--- config.mk ---
export PLATFORM = sky130hd
export DESIGN_NAME = writeback_unit
export DESIGN_NICKNAME = d
export VERILOG_FILES = /design/src/rtl/writeback_unit_pkg.sv /design/src/rtl/writeback_unit_fifo.sv /design/src/rtl/writeback_unit.sv
export SDC_FILE = /design/constraint.sdc
export NUM_CORES = 1
export LEC_CHECK = 0
export CAP_MARGIN = 20
export CORE_ASPECT_RATIO = 0.7
export CORE_MARGIN = 1.5
export CORE_UTILIZATION = 50
export CTS_BUF_LIST = sky130_fd_sc_hd__clkbuf_8
export DETAILED_ROUTE_END_ITERATION = 8
export PLACE_DENSITY_LB_ADDON = 0.15
export SYNTH_ARGS = -nofsm -noshare
export SYNTH_HDL_FRONTEND = slang
export SYNTH_SLANG_ARGS = --single-unit
--- constraint.sdc ---
create_clock -name CLK -period 3 [get_ports CLK]
set_input_delay 0.6 -clock CLK [delete_from_list [all_inputs] [get_ports CLK]]
set_output_delay 0.6 -clock CLK [all_outputs]
set_load 0.02 [all_outputs]
--- src/rtl/writeback_unit_pkg.sv ---
// Writeback unit shared definitions.
// Default widths, queue sizing and issue-source encoding.
package writeback_unit_pkg;

  localparam int unsigned REG_WIDTH    = 32;
  localparam int unsigned REG_DEPTH    = 32;
  localparam int unsigned FIFO_DEPTH_D = 4;
  localparam int unsigned STARVE_LIM_D = 8;
  localparam int unsigned REG_ZERO     = 0;

  typedef enum logic [1:0] {
    SEL_NONE,
    SEL_STARVE,
    SEL_ALU,
    SEL_LOAD
  } wb_sel_e;

endpackage

--- src/rtl/writeback_unit_fifo.sv ---
// Load-result queue: circular buffer with occupancy count.
// Exposes entries in age order so the owner can see what is pending.
module wb_fifo #(
  parameter int unsigned DEPTH = 4,
  parameter int unsigned WIDTH = 37,
  localparam int unsigned PW = $clog2(DEPTH),
  localparam int unsigned CW = PW + 1
) (
  input  logic             clk_i,
  input  logic             rst_ni,
  input  logic             push_i,
  input  logic             pop_i,
  input  logic [WIDTH-1:0] data_i,
  output logic [WIDTH-1:0] data_o,
  output logic             full_o,
  output logic             empty_o,
  output logic [CW-1:0]    count_o,
  output logic [WIDTH-1:0] peek_o [DEPTH]
);

  logic [WIDTH-1:0] mem_q [DEPTH];
  logic [PW-1:0]    wr_ptr_q, rd_ptr_q;
  logic [CW-1:0]    count_q;
  logic             push_ok, pop_ok;

  assign full_o  = (count_q == CW'(DEPTH));
  assign empty_o = (count_q == '0);
  assign count_o = count_q;
  assign data_o  = mem_q[rd_ptr_q];
  assign push_ok = push_i && !full_o;
  assign pop_ok  = pop_i && !empty_o;

  for (genvar g = 0; g < DEPTH; g++) begin : g_peek
    assign peek_o[g] = mem_q[rd_ptr_q + PW'(g)];
  end

  // Storage holds no reset; validity comes from the count.
  always_ff @(posedge clk_i) begin
    if (push_ok) mem_q[wr_ptr_q] <= data_i;
  end

  // Pointers wrap naturally; count tracks push/pop balance.
  always_ff @(posedge clk_i or negedge rst_ni) begin
    if (!rst_ni) begin
      wr_ptr_q <= '0;
      rd_ptr_q <= '0;
      count_q  <= '0;
    end else begin
      if (push_ok) wr_ptr_q <= wr_ptr_q + PW'(1);
      if (pop_ok)  rd_ptr_q <= rd_ptr_q + PW'(1);
      if (push_ok && !pop_ok)      count_q <= count_q + CW'(1);
      else if (pop_ok && !push_ok) count_q <= count_q - CW'(1);
    end
  end

endmodule

--- src/rtl/writeback_unit.sv ---
// Writeback arbiter: ALU results bypass, load results queue.
// A starve counter guarantees the queue head eventually issues.
module writeback_unit
  import writeback_unit_pkg::*;
#(
  parameter int unsigned REGISTER_WIDTH = REG_WIDTH,
  parameter int unsigned REGISTER_DEPTH = REG_DEPTH,
  parameter int unsigned FIFO_DEPTH     = FIFO_DEPTH_D,
  parameter int unsigned STARVE_LIMIT   = STARVE_LIM_D,
  localparam int unsigned AW = $clog2(REGISTER_DEPTH)
) (
  input  logic                      CLK,
  input  logic                      RST_N,
  input  logic                      ALU_VALID,
  output logic                      ALU_READY,
  input  logic [AW-1:0]             ALU_ADDRESS,
  input  logic [REGISTER_WIDTH-1:0] ALU_DATA,
  input  logic                      LOAD_VALID,
  output logic                      LOAD_READY,
  input  logic [AW-1:0]             LOAD_ADDRESS,
  input  logic [REGISTER_WIDTH-1:0] LOAD_DATA,
  output logic [AW-1:0]             RD_ADDRESS,
  output logic [REGISTER_WIDTH-1:0] RD_DATA,
  output logic                      RD_WRITE_EN,
  output logic [REGISTER_DEPTH-1:0] PENDING_MASK
);

  localparam int unsigned EW = AW + REGISTER_WIDTH;
  localparam int unsigned CW = $clog2(FIFO_DEPTH) + 1;
  localparam int unsigned SW = $clog2(STARVE_LIMIT + 1);

  logic                      push, pop, full, empty;
  logic [CW-1:0]             count;
  logic [EW-1:0]             head;
  logic [EW-1:0]             peek [FIFO_DEPTH];
  logic [SW-1:0]             starve_q, starve_d;
  logic                      starve_hit, alu_live;
  wb_sel_e                   sel;
  logic                      we_q, we_d;
  logic [AW-1:0]             addr_q, addr_d;
  logic [REGISTER_WIDTH-1:0] data_q, data_d;

  assign alu_live   = ALU_VALID && (ALU_ADDRESS != AW'(REG_ZERO));
  assign starve_hit = !empty && (starve_q == SW'(STARVE_LIMIT));
  assign ALU_READY  = !starve_hit;
  assign LOAD_READY = !full;
  assign push = LOAD_VALID && !full &&
                (LOAD_ADDRESS != AW'(REG_ZERO));
  assign pop  = (sel == SEL_STARVE) || (sel == SEL_LOAD);

  wb_fifo #(
    .DEPTH(FIFO_DEPTH),
    .WIDTH(EW)
  ) u_fifo (
    .clk_i  (CLK),
    .rst_ni (RST_N),
    .push_i (push),
    .pop_i  (pop),
    .data_i ({LOAD_ADDRESS, LOAD_DATA}),
    .data_o (head),
    .full_o (full),
    .empty_o(empty),
    .count_o(count),
    .peek_o (peek)
  );

  // Issue priority: starved head, then ALU, then queue head.
  always_comb begin
    sel = SEL_NONE;
    if (starve_hit)  sel = SEL_STARVE;
    else if (alu_live) sel = SEL_ALU;
    else if (!empty) sel = SEL_LOAD;
  end

  // Next write command from the selected source.
  always_comb begin
    we_d   = 1'b0;
    addr_d = addr_q;
    data_d = data_q;
    unique case (sel)
      SEL_STARVE, SEL_LOAD: begin
        we_d   = 1'b1;
        addr_d = head[REGISTER_WIDTH +: AW];
        data_d = head[REGISTER_WIDTH-1:0];
      end
      SEL_ALU: begin
        we_d   = 1'b1;
        addr_d = ALU_ADDRESS;
        data_d = ALU_DATA;
      end
      default: ;
    endcase
  end

  // Head wait time: cleared on issue or empty, saturating.
  always_comb begin
    starve_d = starve_q;
    if (empty || pop)
      starve_d = '0;
    else if (starve_q != SW'(STARVE_LIMIT))
      starve_d = starve_q + SW'(1);
  end

  // Registers pending writes from queue and output stage.
  always_comb begin
    PENDING_MASK = '0;
    for (int i = 0; i < int'(FIFO_DEPTH); i++) begin
      if (CW'(i) < count)
        PENDING_MASK[peek[i][REGISTER_WIDTH +: AW]] = 1'b1;
    end
    if (we_q) PENDING_MASK[addr_q] = 1'b1;
    PENDING_MASK[0] = 1'b0;
  end

  // Output command register and starve counter.
  always_ff @(posedge CLK or negedge RST_N) begin
    if (!RST_N) begin
      we_q     <= 1'b0;
      addr_q   <= '0;
      data_q   <= '0;
      starve_q <= '0;
    end else begin
      we_q     <= we_d;
      addr_q   <= addr_d;
      data_q   <= data_d;
      starve_q <= starve_d;
    end
  end

  assign RD_WRITE_EN = we_q;
  assign RD_ADDRESS  = addr_q;
  assign RD_DATA     = data_q;

endmodule

# After elaboration in Yosys (flattened, before gate mapping)
# Memory sizes are Yosys's and may differ from the RTL's.
# Cells that the tools add are included.
# W data, S select, Z words.
dict set report op_classes {
  add_sub_neg 7
  order_cmp 14
  n_eq_ne 6
  mux 27
  bitwise 4
  n_reduce_logical 28
}
# operator count
set ops {}
lappend ops {{$mux W32} 5}
lappend ops {{$or A32 B32 Y32} 4}
lappend ops {{$pmux W32 S2} 1}
lappend ops {{$lt A5 B6 Y1 const B} 5}
lappend ops {{$demux W1 S5} 5}
lappend ops {{$ge A5 B1 Y1 const B} 5}
lappend ops {{$logic_and A1 B1 Y1} 13}
lappend ops {{$pmux W5 S2} 1}
lappend ops {{$reduce_bool A5 Y1} 2}
lappend ops {{$mux W1} 8}
lappend ops {{$mux W4} 2}
lappend ops {{$lt A1 B3 Y1 const A} 2}
lappend ops {{$lt A2 B3 Y1 const A} 2}
lappend ops {{$mux W2} 3}
lappend ops {{$mux W3} 2}
lappend ops {{$reduce_bool A2 Y1} 3}
lappend ops {{$logic_not A1 Y1} 5}
lappend ops {{$add A2 B1 Y2 const B} 2}
lappend ops {{$add A2 B2 Y2 const B} 2}
lappend ops {{$add A4 B1 Y4 const B} 1}
lappend ops {{$eq A2 B2 Y1 const B} 2}
lappend ops {{$eq A4 B4 Y1 const B} 1}
lappend ops {{$ne A4 B4 Y1 const B} 1}
lappend ops {{$add A3 B1 Y3 const B} 1}
lappend ops {{7 further kinds} 8}
dict set report totals {
  ff_bits 49
  ram_bits 148
  inputBits 78
  out_inout_bits 72
  elab_cells 94
  mem_count 1
}
# name words word_bits rd rd_clocked_by_memory_dff wr line_no
set mem_list {}
lappend mem_list {u_fifo.mem_q 4 37 4 0 1 writeback_unit_fifo.sv:21} ;# logic [WIDTH-1:0] mem_q [DEPTH];

# Longest topological paths before layout
# Gate-level depths: netlist of run 1.
# An unclocked memory read counts as a cell.
dict set report logic_depth {
  word_depth 14
  mapped_depth 11
  ltp_nobuf 9
}

# Hierarchy
# From an unflattened synthesis of run 1, not the netlist that was laid out.
dict set report hier_totals {
  cells_unflattened 737
  hier_area_um2 11888.9
}
# mod n_inst cells_each area_each_um2 seq_area_each_um2
set modules_own_cells {}
lappend modules_own_cells {wb_fifo 1 404 8718.4 4619.4}
lappend modules_own_cells {writeback_unit 1 333 3170.5 1051.0}

# Least setup slack after synthesis of run 1
# No wires, ideal clock.
dict set report synth_path {
  path_kind {flip-flop to flip-flop}
  startpoint {reg u_fifo.count_q[0], in the netlist u_fifo.count_o[0]}
  endpoint {mem u_fifo.mem_q[0][0], enable pin}
  setup_time_ns 0.398
  t_arrival_ns 2.286
  required_time_ns 2.602
  path_slack_ns 0.316
  path_stages_with_launch 7
  cell_sequence {dfrtp_1 > inv_1 > ha_1 > nand2_1 > nand2_1 > a21oi_1 > and2_1}
}
dict set report synth_between {
  elab_chain_len 7
}
# item line_no
set synth_lines {}
lappend synth_lines {{start, declared} writeback_unit_fifo.sv:23} ;# logic [CW-1:0] count_q;
lappend synth_lines {{start signal, assigned} writeback_unit_fifo.sv:51} ;# if (push_ok && !pop_ok) count_q <= count_q + CW'(1);
lappend synth_lines {{start signal, assigned} writeback_unit_fifo.sv:52} ;# else if (pop_ok && !push_ok) count_q <= count_q - CW'(1);
lappend synth_lines {{$eq A3 B3 Y1 (*)} writeback_unit_fifo.sv:26} ;# assign full_o = (count_q == CW'(DEPTH));
lappend synth_lines {{$logic_not A1 Y1 (*)} n/a}
lappend synth_lines {{net LOAD_READY} writeback_unit.sv:19} ;# output logic LOAD_READY,
lappend synth_lines {{$logic_and A1 B1 Y1 (2 in series)} writeback_unit.sv:47} ;# assign push = LOAD_VALID && !full &&
lappend synth_lines {{$logic_and A1 B1 Y1 (*)} writeback_unit_fifo.sv:30} ;# assign push_ok = push_i && !full_o;
lappend synth_lines {{net u_fifo.push_ok} writeback_unit_fifo.sv:24} ;# logic push_ok, pop_ok;
lappend synth_lines {{$mux W1 (*)} writeback_unit_fifo.sv:39} ;# if (push_ok) mem_q[wr_ptr_q] <= data_i;
lappend synth_lines {{$mux W1 (implied by the code) (*)} writeback_unit_fifo.sv:39}
lappend synth_lines {{end, declared} writeback_unit_fifo.sv:21}
# Mark *: on every way through the listed nets, which the timed path passes. The rest lies on a longest branch.

# Worst setup path in the final report of run 1
dict set report layout_path {
  startpoint {reg u_fifo.rd_ptr_q[0]}
  endpoint {out PENDING_MASK[17]}
}
dict set report layout_between {
  elab_chain_len 14
  word_cells_on_any_way 33
  cone_classes {add/sub (3); order compare (8); mux (13); bitwise (4); reduce/logical (4); memory (1)}
}
# item line_no
set layout_lines {}
lappend layout_lines {{start, declared} writeback_unit_fifo.sv:22} ;# logic [PW-1:0] wr_ptr_q, rd_ptr_q;
lappend layout_lines {{start signal, assigned} writeback_unit_fifo.sv:50} ;# if (pop_ok) rd_ptr_q <= rd_ptr_q + PW'(1);
lappend layout_lines {{$add A2 B1 Y2 / $mem_v2 Z4 W37 (equally long branches)} n/a}
lappend layout_lines {{$mem_v2 Z4 W37 (*)} n/a}
lappend layout_lines {{$lt A5 B6 Y1 (implied by the code), or another cell as far along} writeback_unit.sv:109} ;# PENDING_MASK[peek[i][REGISTER_WIDTH +: AW]] = 1'b1;
lappend layout_lines {{$logic_and A1 B1 Y1 (implied by the code) / $mux W1 (equally long branches)} writeback_unit.sv:109}
lappend layout_lines {{$mux W1 (implied by the code) / $demux W1 S5 (equally long branches)} writeback_unit.sv:109}
lappend layout_lines {{$demux W1 S5 / $mux W32 (equally long branches)} {writeback_unit.sv:109, writeback_unit.sv:108}}
lappend layout_lines {{$or A32 B32 Y32 (no line)} n/a}
lappend layout_lines {{$mux W32} writeback_unit.sv:108} ;# if (CW'(i) < count)
lappend layout_lines {{$or A32 B32 Y32 (no line)} n/a}
lappend layout_lines {{$mux W32} writeback_unit.sv:108}
lappend layout_lines {{$or A32 B32 Y32 (no line)} n/a}
lappend layout_lines {{$mux W32 (*)} writeback_unit.sv:108}
lappend layout_lines {{$or A32 B32 Y32 (no line)} n/a}
lappend layout_lines {{$mux W32 (*)} writeback_unit.sv:111} ;# if (we_q) PENDING_MASK[addr_q] = 1'b1;
lappend layout_lines {{end, declared} writeback_unit.sv:25} ;# output logic [REGISTER_DEPTH-1:0] PENDING_MASK
# Mark *: on every way between the ends. The rest lies on a longest branch, timed or not.

==> results of run 1 <==
[through the flow]
step	util	total power, mW	cell area [um^2]
floorplan	-	8.203	9742
global placement	0.6246	11.23	11850
global route	0.6827	14.95	12950
finish	0.6828	14.34	12950
detailed placement	0.6246	11.33	11850
CTS	0.6633	13.62	12580
[synth_stat cells, types with 5 or more instances]
cell | instances | area, um^2
buf_1 | 12 | 45.04
o21ai_0 | 37 | 185.2
mux4_1 | 6 | 157.7
nand2_1 | 23 | 86.33
a22oi_1 | 19 | 142.6
edfxtp_1 | 148 | 4444
a31oi_1 | 38 | 237.7
buf_4 | 5 | 37.54
nor2b_1 | 15 | 93.84
a32oi_1 | 25 | 219.0
nand3_1 | 101 | 505.5
mux4_2 | 46 | 1036
clkbuf_1 | 34 | 127.6
ha_1 | 11 | 137.6
nand4_1 | 17 | 106.4
dfrtp_1 | 49 | 1226
buf_2 | 14 | 70.07
and2_1 | 13 | 81.33
nor3_1 | 40 | 200.2
nor2_1 | 20 | 75.07
inv_1 | 9 | 33.78
xnor2_1 | 6 | 52.55
[state kept, by name (all words and copies together) (netlist names)]
register	flops
u_fifo.count_o	3
RD_ADDRESS	5
u_fifo.wr_ptr_q	2
u_fifo.rd_ptr_q	2
RD_DATA	32
RD_WRITE_EN	1
u_fifo.mem_q	148
starve_q	4
[worst max-delay path: cells and delay by family, from the launching register on]
family	cells	cell delay (ns)
AO/OA/AOI/OAI	1	0.14
buffers and inverters	4	0.63
flip-flops	1	0.53
multiplexers	1	0.58
AND/OR/NAND/NOR	2	0.26
[power groups by stage]
stage	sequential [mW]	clock, mW	combinational, mW
final	4.07	1.67	8.60
after global routing	4.14	1.80	9.01
after CTS	4.06	1.71	7.85
after detailed placement	4.16	0	7.17
after global placement	4.11	0	7.12
after floorplan	4.29	0	3.91
[metal layers]
metal  vias to the layer above  routed length (um)
li1                       3323                   -
met3                        59                2681
met5                         -                  13
met4                         2                 399
met1                      3840               12590
met2                       417               13150
[path summary, 6_finish.rpt]
check,to,slack [ns],depth (start not counted)
setup / recovery,PENDING_MASK[17],-0.21,8
hold / removal,RD_DATA[25],0.26,1
setup reg to reg,u_fifo.count_o[2],0.54,10
hold reg to reg,starve_q[0],0.50,1
max in group asynchronous,RD_ADDRESS[0],1.98,2
min in group CLK,starve_q[0],0.50,1
[logic make-up (layout without fill, tap and decap cells)]
logic type / count (synthesis) / after routing / share of synthesized area
flops: 197 / 197 / 0.5821
other cells: 1 / 2 / 0.0003849
compound gates: 129 / 129 / 0.08747
mux: 54 / 54 / 0.1247
buf+inv: 77 / 294 / 0.03660
xor+xnor: 8 / 8 / 0.007193
fa+ha+maj: 11 / 11 / 0.01413
simple gates: 254 / 255 / 0.1474
[timing repair]
action	4_1_cts	5_1_grt
resized for setup	208	77
cloned	0	1
pin swaps	18	35
setup endpoints to repair	32	31
setup buffers	27	9
[cell type report]
class	count	area (um^2)	share of cell area
sequential	197	5675	0.4381
multi-input combinational	458	4024	0.3106
timing repair buffer	253	2489	0.1921
tap	264	330.3	0.02550
clock buffer	17	234.0	0.01806
clock inverter	15	165.2	0.01275
inverter	9	33.78	0.002608
antenna	1	2.502	0.0001932
[cell usage in the layout (no fill, tap or decap), types with 4 or more instances in the layout]
cell	netlist	routed
nor3_1	40	40
edfxtp_1	148	148
nand2_2	0	6
a32oi_2	0	5
o21ai_0	37	37
nand3_2	0	11
dfrtp_1	49	47
clkdlybuf4s50_1	0	115
a32oi_1	25	20
buf_4	5	80
ha_1	11	11
nand3_1	101	90
mux4_2	46	52
nor2b_1	15	6
xnor2_1	6	6
buf_6	2	42
nor4b_4	4	5
nor2_1	20	16
nand2_1	23	17
clkbuf_8	0	17
a22oi_2	0	12
inv_1	9	9
clkinv_8	0	5
inv_6	0	5
buf_12	1	10
a22oi_1	19	7
nor2b_4	0	8
nand4_1	17	17
and2_2	0	5
nor3b_1	4	4
and2_4	0	6
a31oi_1	38	38
==> impl_results.md, run 1 <==
- Outcome: finished with violations
- Violated checks: negative setup slack
- Synthesized area per cell: 13.33 um^2
- VDD IR-drop max: 0.5312 mV
- Vias in the first global route: 7555
- Dpl hpwl: 19600 um
- Layout Nets: 1025
- Worst path slowest cell: mux4_2
- Die width: 169.8 um
- CTS buffer count: 17
- HP Class: primary input to async pin
- Ys async rst share: 0.2487
- PnR worst setup slack: -0.2126 ns
- Internal: 8.261 mW
- Post-synth design cell area: 9742 um^2
- Share of total power in combinational logic: 0.600
- Leakage power: 4.649 nW
- EDFF count, synth: 148
- Pre-CTS setup slack: -0.2964 ns
- Pwr Density: 1107 nW/um^2
- Clock Skew: 0.02213 ns
- First-pass GRT wire length: 43590 um
- Remaining global-route overflow: 0
- Setup CP Type: register to output pin
- Net Switching: 6.077 mW
- # IOs: 150
- Worst setup path startpoint: u_fifo.rd_ptr_q[0]
- Die area: 20340 um^2
- CTS sink count: 197
- Total GRT Usage: 0.2898
- Share of the yosys chip area belonging to registers: 0.5821
- Area added between synthesis and finish: 32.97%
- Slew Limit Fails: 0
- Hold Fails Final Rpt: 0
- Distinct cells, synth: 46
- H-tree depth: 4
- Most used cell, CP: buf_6
- Yosys reg bits: 197
- GP Congestion: 0.9699
- Via count: 7641
- DRC: 0
- Core Area: 18970 um^2
- Clock power frac: 0.116
- Setup_tns: -4.271 ns
- Relative slew slack: 0.3762
- GRT met2 Usage: 0.4380
- Final setup fails: 31
- Critical path's largest stage delay: 0.58 ns
- Die Y: 119.8 um
- R2r startpoint: u_fifo.count_o[0]
- Drt wl/cell: 23.75 um
- GR Util met3: 0.06629
- Worst Setup End Kind: output pin
- Worst Path Required: 2.40 ns
- Final WL: 28830 um
- Max Cap Viol: 0
- Final min period: 3.213 ns
- Final ANT Viol Nets: 0
- Post-synthesis net count: 820
- Worst-path clk slew: 0.12 ns
- Crit path arrival time: 2.61 ns
- Largest net degree at the start of global routing: 65
- CTS tree: done
- Fmax achieved: 311.3 MHz
- CTS Hold Buffers Added: 0
- Initial antenna violation count: 2
- Startpoint types: register
- Drt pass-1 iters: 7
- Worst Max-Slew Pin Slew: 0.9357 ns
- Clock Path Buffers: 2
- Crit path cell chain: buf_12 -> mux4_2 -> buf_6 -> nor4b_4 -> buf_4 -> a32oi_1 -> nand3_1 -> buf_6
- Final Non-Filler Cells: 1214
- Top_reg_cell synth: edfxtp_1
- Ys Warns: 0
- Via density: 6.294
- IO Port Bufs: 148
- Post-synthesis cell count: 731
- RSZ-0062 raised after global routing: yes
- Starting Density: 0.5135
- Met1 Use GR: 0.4302
- Min Hold Slack: 0.2607 ns
- FP Rows: 42
- Clock Latency Late Sink: 0.47 ns
- Root buf cell: clkbuf_8
- Busiest layer in global routing: met2
- Sw Ratio: 0.4238
- CP max FO: 7
- Power share of the sequential group: 0.284
- Layout cells sized above 1: 0.3151
- DP Cell Count: 1144
- DRT iter0 DRCs: 883
- Period utilization: 1.071
- Layout fillers: 1357
Power figures use the tool's default switching activity.
==> inputs of run 2 (changes only) <==
SETUP_SLACK_MARGIN = 0.05   (was unset)
==> run 2 against run 1 <==
Setup slack got worse by 0.012 ns. Largest power group unchanged. Hold slack got worse by 0.0027 ns. Sequential share of layout area unchanged. Non-clock buffer count unchanged. Flip-flop and latch count unchanged. Critical path depth unchanged. The flow still finishes with violations (negative setup slack). Highest routed layer unchanged. Count of clock-buffer cells in the layout unchanged. Maximum frequency decreased by 0.38%.
==> impl_results.md, run 2 (synthesis results as in run 1) <==
- Commonest non-fill, non-tap cell in the layout: edfxtp_1
- Worst Setup End Kind: output pin
- Remaining global-route overflow: 0 (unchanged)
- FP Rows: 42 (unchanged)
- CP max FO: 8 (+1)
- Final min period: 3.225 ns (+0.01215 ns)
- Worst setup path startpoint: u_fifo.rd_ptr_q[0]
- Layout Nets: 1025 (unchanged)
- DP Cell Count: 1144 (unchanged)
- Setup CP Type: register to output pin
- Share of total power in combinational logic: 0.600 (about the same)
- Relative slew slack: 0.3842 (+0.008021)
- # IOs: 150 (unchanged)
- Die Y: 119.8 um (unchanged)
- Most frequent cells in the layout: edfxtp_1 (148), clkdlybuf4s50_1 (115), nand3_1 (90), buf_4 (80), mux4_2 (52)
- Core Area: 18970 um^2 (unchanged)
- Total GRT Usage: 0.2899 (about the same)
- H-tree depth: 4 (unchanged)
- Most used cell, CP: buf_4
- Crit-path leading delay family: buffers and inverters
- Total power: 14.35 mW (about the same)
- Clock power frac: 0.116 (about the same)
- Outcome: finished with violations
- Power share of the sequential group: 0.284 (about the same)
- Via density: 6.301 (+0.12%)
- Period utilization: 1.075 (+0.004050)
- Final WL: 28950 um (+0.40%)
- GP Congestion: 0.9699 (unchanged)
- CTS buffer count: 17 (unchanged)
- Clock Path Buffers: 2 (unchanged)
- Critical path's largest stage delay: 0.63 ns (+0.05 ns)
- RSZ-0062 raised after global routing: yes
- Largest net degree at the start of global routing: 65 (unchanged)
- Final setup fails: 31 (unchanged)
- Via count: 7650 (+0.12%)
- Starting Density: 0.5135 (unchanged)
- Worst Path Buf+Inv: 4 (unchanged)
- R2r startpoint: u_fifo.count_o[0]
- Max Cap Viol: 0 (unchanged)
- Crit path arrival time: 2.62 ns (about the same)
- DRC: 0 (unchanged)
- Violated checks: negative setup slack
- CTS Hold Buffers Added: 0 (unchanged)
- Die area: 20340 um^2 (unchanged)
- Clock Latency Late Sink: 0.47 ns (about the same)
- Worst Max-Slew Pin Slew: 0.9237 ns (-0.01203 ns)
- Most flop-heavy register: u_fifo.mem_q
- Leakage power: 4.649 nW (unchanged)
- Clock Skew: 0.01899 ns (-0.003140 ns)
- Final Non-Filler Cells: 1214 (unchanged)
- Startpoint types: register
- Pwr Density: 1108 nW/um^2 (about the same)
- CTS sink count: 197 (unchanged)
- Net Switching: 6.090 mW (+0.22%)
- Hold Fails Final Rpt: 0 (unchanged)
- Fmax achieved: 310.1 MHz (-0.38%)
- VDD IR-drop max: 0.5327 mV (+0.29%)
- Vias in the first global route: 7555 (unchanged)
- Die width: 169.8 um (unchanged)
- Drt pass-1 iters: 6 (-1)
- PnR worst setup slack: -0.2248 ns (-0.01215 ns)
- Dpl hpwl: 19600 um (unchanged)
- DRT iter0 DRCs: 893 (+1.1%)
- Sw Ratio: 0.4244 (+0.0005523)
- Worst path slowest cell: mux4_2
- Slew Limit Fails: 0 (unchanged)
- Number of flip-flops in the largest register: 148 (unchanged)
- Pre-CTS setup slack: -0.2964 ns (unchanged)
- Worst Path Required: 2.40 ns (about the same)
- Initial antenna violation count: 2 (unchanged)
- Final ANT Viol Nets: 0 (unchanged)
- Drt wl/cell: 23.84 um (+0.40%)
- Area added between synthesis and finish: 32.97% (unchanged)
- Internal: 8.261 mW (about the same)
- HP Class: primary input to async pin
- CTS tree: done
- First-pass GRT wire length: 43590 um (unchanged)
- Crit path cell chain: buf_8 -> mux4_2 -> buf_6 -> nor4b_4 -> buf_4 -> nand2_2 -> nand4_1 -> buf_4
- IO Port Bufs: 148 (unchanged)
- Worst-path clk slew: 0.11 ns (about the same)
- Layout cells sized above 1: 0.3151 (unchanged)
- Root buf cell: clkbuf_8
==> run 2: cell counts in the layout (fill, tap and decap cells not counted) <==
Identical to the previous run, type by type.
==> run 2: path summary, 6_finish.rpt <==
path,to,slack (ns),depth (start not counted)
max reg2reg,u_fifo.count_o[2],0.54,10
min in group CLK,starve_q[0],0.49,1
min,RD_DATA[9],0.26,1
max,PENDING_MASK[8],-0.22,8
max in group asynchronous,RD_ADDRESS[1],1.98,2
min reg2reg,starve_q[0],0.49,1
==> run 2: power by group through the flow <==
| stage | combinational [mW] | clock (mW) | sequential [mW] |
|---|---|---|---|
| after floorplan | 3.91 | 0 | 4.29 |
| after global placement | 7.12 | 0 | 4.11 |
| after detailed placement | 7.17 | 0 | 4.16 |
| after CTS | 7.85 | 1.71 | 4.06 |
| after global routing | 9.01 | 1.80 | 4.14 |
| final | 8.61 | 1.67 | 4.07 |
==> run 2: layout make-up <==
class                      instances  area (um^2)
fill                            1357         6017
inverter                           9        33.78
tap                              264        330.3
clock inverter                    15        165.2
multi-input combinational        458         4024
sequential                       197         5675
timing repair buffer             253         2489
clock buffer                      17        234.0
antenna                            1        2.502
==> run 2: routing by layer <==
layer,part of all wire,global-route usage
met1,0.44,0.4309
met3,0.088,0.06629
met5,0.00045,0
met4,0.013,0.06748
met2,0.46,0.4375
==> run 2: per-stage QoR <==
step	cell area, um^2	setup TNS [ns]	util	hold WS [ns]
6_report	12950	-4.454	0.6828	0.2580
5_1_grt	12950	-6.733	0.6827	0.3141
4_1_cts	12580	-4.139	0.6633	0.2528
3_5_place_dp	11850	-6.428	0.6246	0.4838
3_3_place_gp	11850	-6.133	0.6246	0.4661
2_1_floorplan	9742	0	-	0.3044
==> run 2: worst reg2reg max path, stage by stage (launching register included) <==
cell	delay, ns
dfrtp_1	0.38
buf_4	0.15
inv_1	0.06
ha_1	0.25
nand2b_2	0.09
buf_4	0.44
o21ai_0	0.32
ha_1	0.32
mux2i_1	0.16
nor2_1	0.07
xnor2_1	0.12
==> run 2: timing repair <==
action,in CTS,in global routing
resized for setup,208,77
setup buffers,27,9
cloned,0,1
setup endpoints to repair,32,31
pin swaps,18,35
==> inputs of run 3 (changes only) <==
SYNTH_HIERARCHICAL = 1   (was unset)
==> run 3 against run 2 <==
Hold slack lost 0.10 ns. Highest routed layer is now met4. Sequential power down 1%. Utilization fell by 0.065 points. Clock power up 4%. Combinational power down 11%. Non-clock buffer count down 26. The flow finishes with violations (design-rule violations, negative setup slack). Global-route usage fell by 2.8 points. Clock skew rose by 0.0040 ns. Register-to-register slack worse by 0.27 ns. Largest power group unchanged. Die area shrank 3.5%. Power fell by 6.4%. Critical path type unchanged. Synthesized cell count fell by 18%.
==> impl_results.md, run 3 <==
- Net Switching: 5.506 mW (-9.6%)
- H-tree depth: 4 (unchanged)
- PnR worst setup slack: -0.3048 ns (-0.08002 ns)
- FP Rows: 41 (-2.4%)
- Root buf cell: clkbuf_8
- VDD IR-drop max: 0.5433 mV (+2.0%)
- Slew Limit Fails: 0 (unchanged)
- Core Area: 18210 um^2 (-4.0%)
- Hold Fails Final Rpt: 0 (unchanged)
- Area added between synthesis and finish: 32.32%
- Worst-path clk slew: 0.10 ns (about the same)
- Worst Path Required: 2.40 ns (about the same)
- Period utilization: 1.102 (+0.02667)
- Dpl hpwl: 16860 um (-14%)
- Pwr Density: 1082 nW/um^2 (-2.4%)
- Die area: 19620 um^2 (-3.5%)
- CTS Hold Buffers Added: 0 (unchanged)
- Vias in the first global route: 6611 (-12%)
- Post-route cell area: 12420 um^2 (-4.1%)
- CP max FO: 8 (unchanged)
- Power share of the sequential group: 0.299 (+0.015)
- Sw Ratio: 0.4097 (-0.01465)
- CTS buffer count: 17 (unchanged)
- Pre-CTS setup slack: -0.3380 ns (-0.04164 ns)
- Final min period: 3.305 ns (+0.08002 ns)
- Share of total power in combinational logic: 0.572 (-0.028)
- Crit path arrival time: 2.70 ns (+0.08 ns)
- CTS sink count: 197 (unchanged)
- Starting Density: 0.5156 (+0.002041)
- Relative slew slack: 0.5427 (+0.1585)
- Layout Nets: 876 (-15%)
- Worst Setup End Kind: output pin
- Fmax achieved: 302.6 MHz (-2.4%)
- Final WL: 24860 um (-14%)
- Post-synth design cell area: 9389 um^2 (-3.6%)
- Commonest non-fill, non-tap cell in the layout: edfxtp_1
- Worst Max-Slew Pin Slew: 0.6860 ns (-0.2377 ns)
- Startpoint types: register
- Layout cells sized above 1: 0.3699 (+0.05479)
- Via count: 6579 (-14%)
- Ys Warns: 6 (+6)
- Post-synthesis cell count: 596 (-18%)
- Internal: 7.932 mW (-4.0%)
- Remaining global-route overflow: 0 (unchanged)
- DRC: 18 (+18)
- Outcome: finished with violations
- Final setup fails: 31 (unchanged)
- Clock Path Buffers: 2 (unchanged)
- Post-synthesis net count: 682 (-17%)
- Total GRT Usage: 0.2619 (-0.02794)
- Leakage power: 4.257 nW (-8.4%)
- Most flop-heavy register: u_fifo/mem_q
- IO Port Bufs: 148 (unchanged)
- Number of flip-flops in the largest register: 148 (unchanged)
- Drt wl/cell: 23.90 um (+0.25%)
- CTS tree: done
- Clock Skew: 0.02297 ns (+0.003981 ns)
- Clock Latency Late Sink: 0.47 ns (about the same)
- Setup_tns: -7.383 ns (-2.929 ns)
- Most frequent cells in the layout: edfxtp_1 (148), clkdlybuf4s50_1 (116), buf_4 (81), mux4_2 (52), dfrtp_1 (45)
- Die width: 166.8 um (-1.8%)
- Final ANT Viol Nets: 0 (unchanged)
- Clock power frac: 0.129 (+0.013)
- DRT iter0 DRCs: 591 (-34%)
- Setup CP Type: register to output pin
- # IOs: 150 (unchanged)
- Die Y: 117.7 um (-1.8%)
- Via density: 6.326 (+0.39%)
- First-pass GRT wire length: 38780 um (-11%)
- Initial antenna violation count: 0 (-2)
- GP Congestion: 0.9359 (-3.5%)
- Drt pass-1 iters: 8 (+2)
- RSZ-0062 raised after global routing: yes
- Placed inst area: 11340 um^2 (-4.3%)
- HP Class: primary input to async pin
- Violated checks: design-rule violations, negative setup slack
- Largest net degree at the start of global routing: 43 (-34%)
- Synthesized area per cell: 15.75 um^2 (+18%)
- Max Cap Viol: 0 (unchanged)
## run 3: layout make-up
cell class / count / area (um^2)
sequential: 197 / 5678
antenna: 1 / 2.502
fill: 1229 / 5788
multi-input combinational: 336 / 3832
clock buffer: 17 / 234.0
inverter: 11 / 41.29
timing repair buffer: 227 / 2161
tap: 236 / 295.3
clock inverter: 15 / 178.9
## run 3: power by group through the flow
| stage | registers, mW | clock network, mW | logic, mW |
|---|---|---|---|
| after floorplan | 4.24 | 0 | 3.82 |
| after global placement | 4.07 | 0 | 6.47 |
| after detailed placement | 4.12 | 0 | 6.52 |
| after CTS | 4.03 | 1.76 | 7.19 |
| after global routing | 4.10 | 1.87 | 8.10 |
| final | 4.02 | 1.73 | 7.69 |
## run 3: metal layers
layer / global-route usage / part of all wire / wire [um]
met2: 0.3739 / 0.44 / 10940
met4: 0.05000 / 0.0070 / 174
met1: 0.4105 / 0.48 / 11960
met5: 0 / 0 / 0
met3: 0.06288 / 0.072 / 1784
## run 3: final timing paths
kind	start	to	slack, ns	cells after the start
worst min register to register	u_fifo/count_o[2]	u_fifo/count_o[2]	0.51	1
worst min-delay path	RST_N	RD_DATA[23]	0.15	1
worst max-delay path	u_fifo/rd_ptr_q[0]	PENDING_MASK[14]	-0.30	7
max in group asynchronous	RST_N	RD_DATA[22]	2.02	2
worst max register to register	u_fifo/count_o[1]	u_fifo/count_o[2]	0.27	13
min in group CLK	u_fifo/count_o[2]	u_fifo/count_o[2]	0.51	1
## run 3: metrics by stage
stage	cells	util	power (mW)	hold slack (ns)
2_1_floorplan	596	-	8.060	0.3044
3_3_place_gp	984	0.6227	10.53	0.4776
3_5_place_dp	984	0.6227	10.63	0.4938
4_1_cts	1032	0.6685	12.99	0.1466
5_1_grt	1039	0.6820	14.08	0.1715
6_report	1040	0.6822	13.44	0.1546
## run 3: worst max-delay path: stages, from the launching register on
cell and delay (ns):
dfrtp_4 0.52, buf_6 0.15, buf_6 0.10, mux4_2 0.56
buf_6 0.17, nand3b_1 0.30, o221ai_1 0.23, buf_2 0.20
## run 3: repair_timing
item / CTS / global route
gates cloned: 0 / 0
resized for setup: 260 / 36
setup endpoints to repair: 32 / 42
setup buffers: 18 / 8
pin swaps: 32 / 22
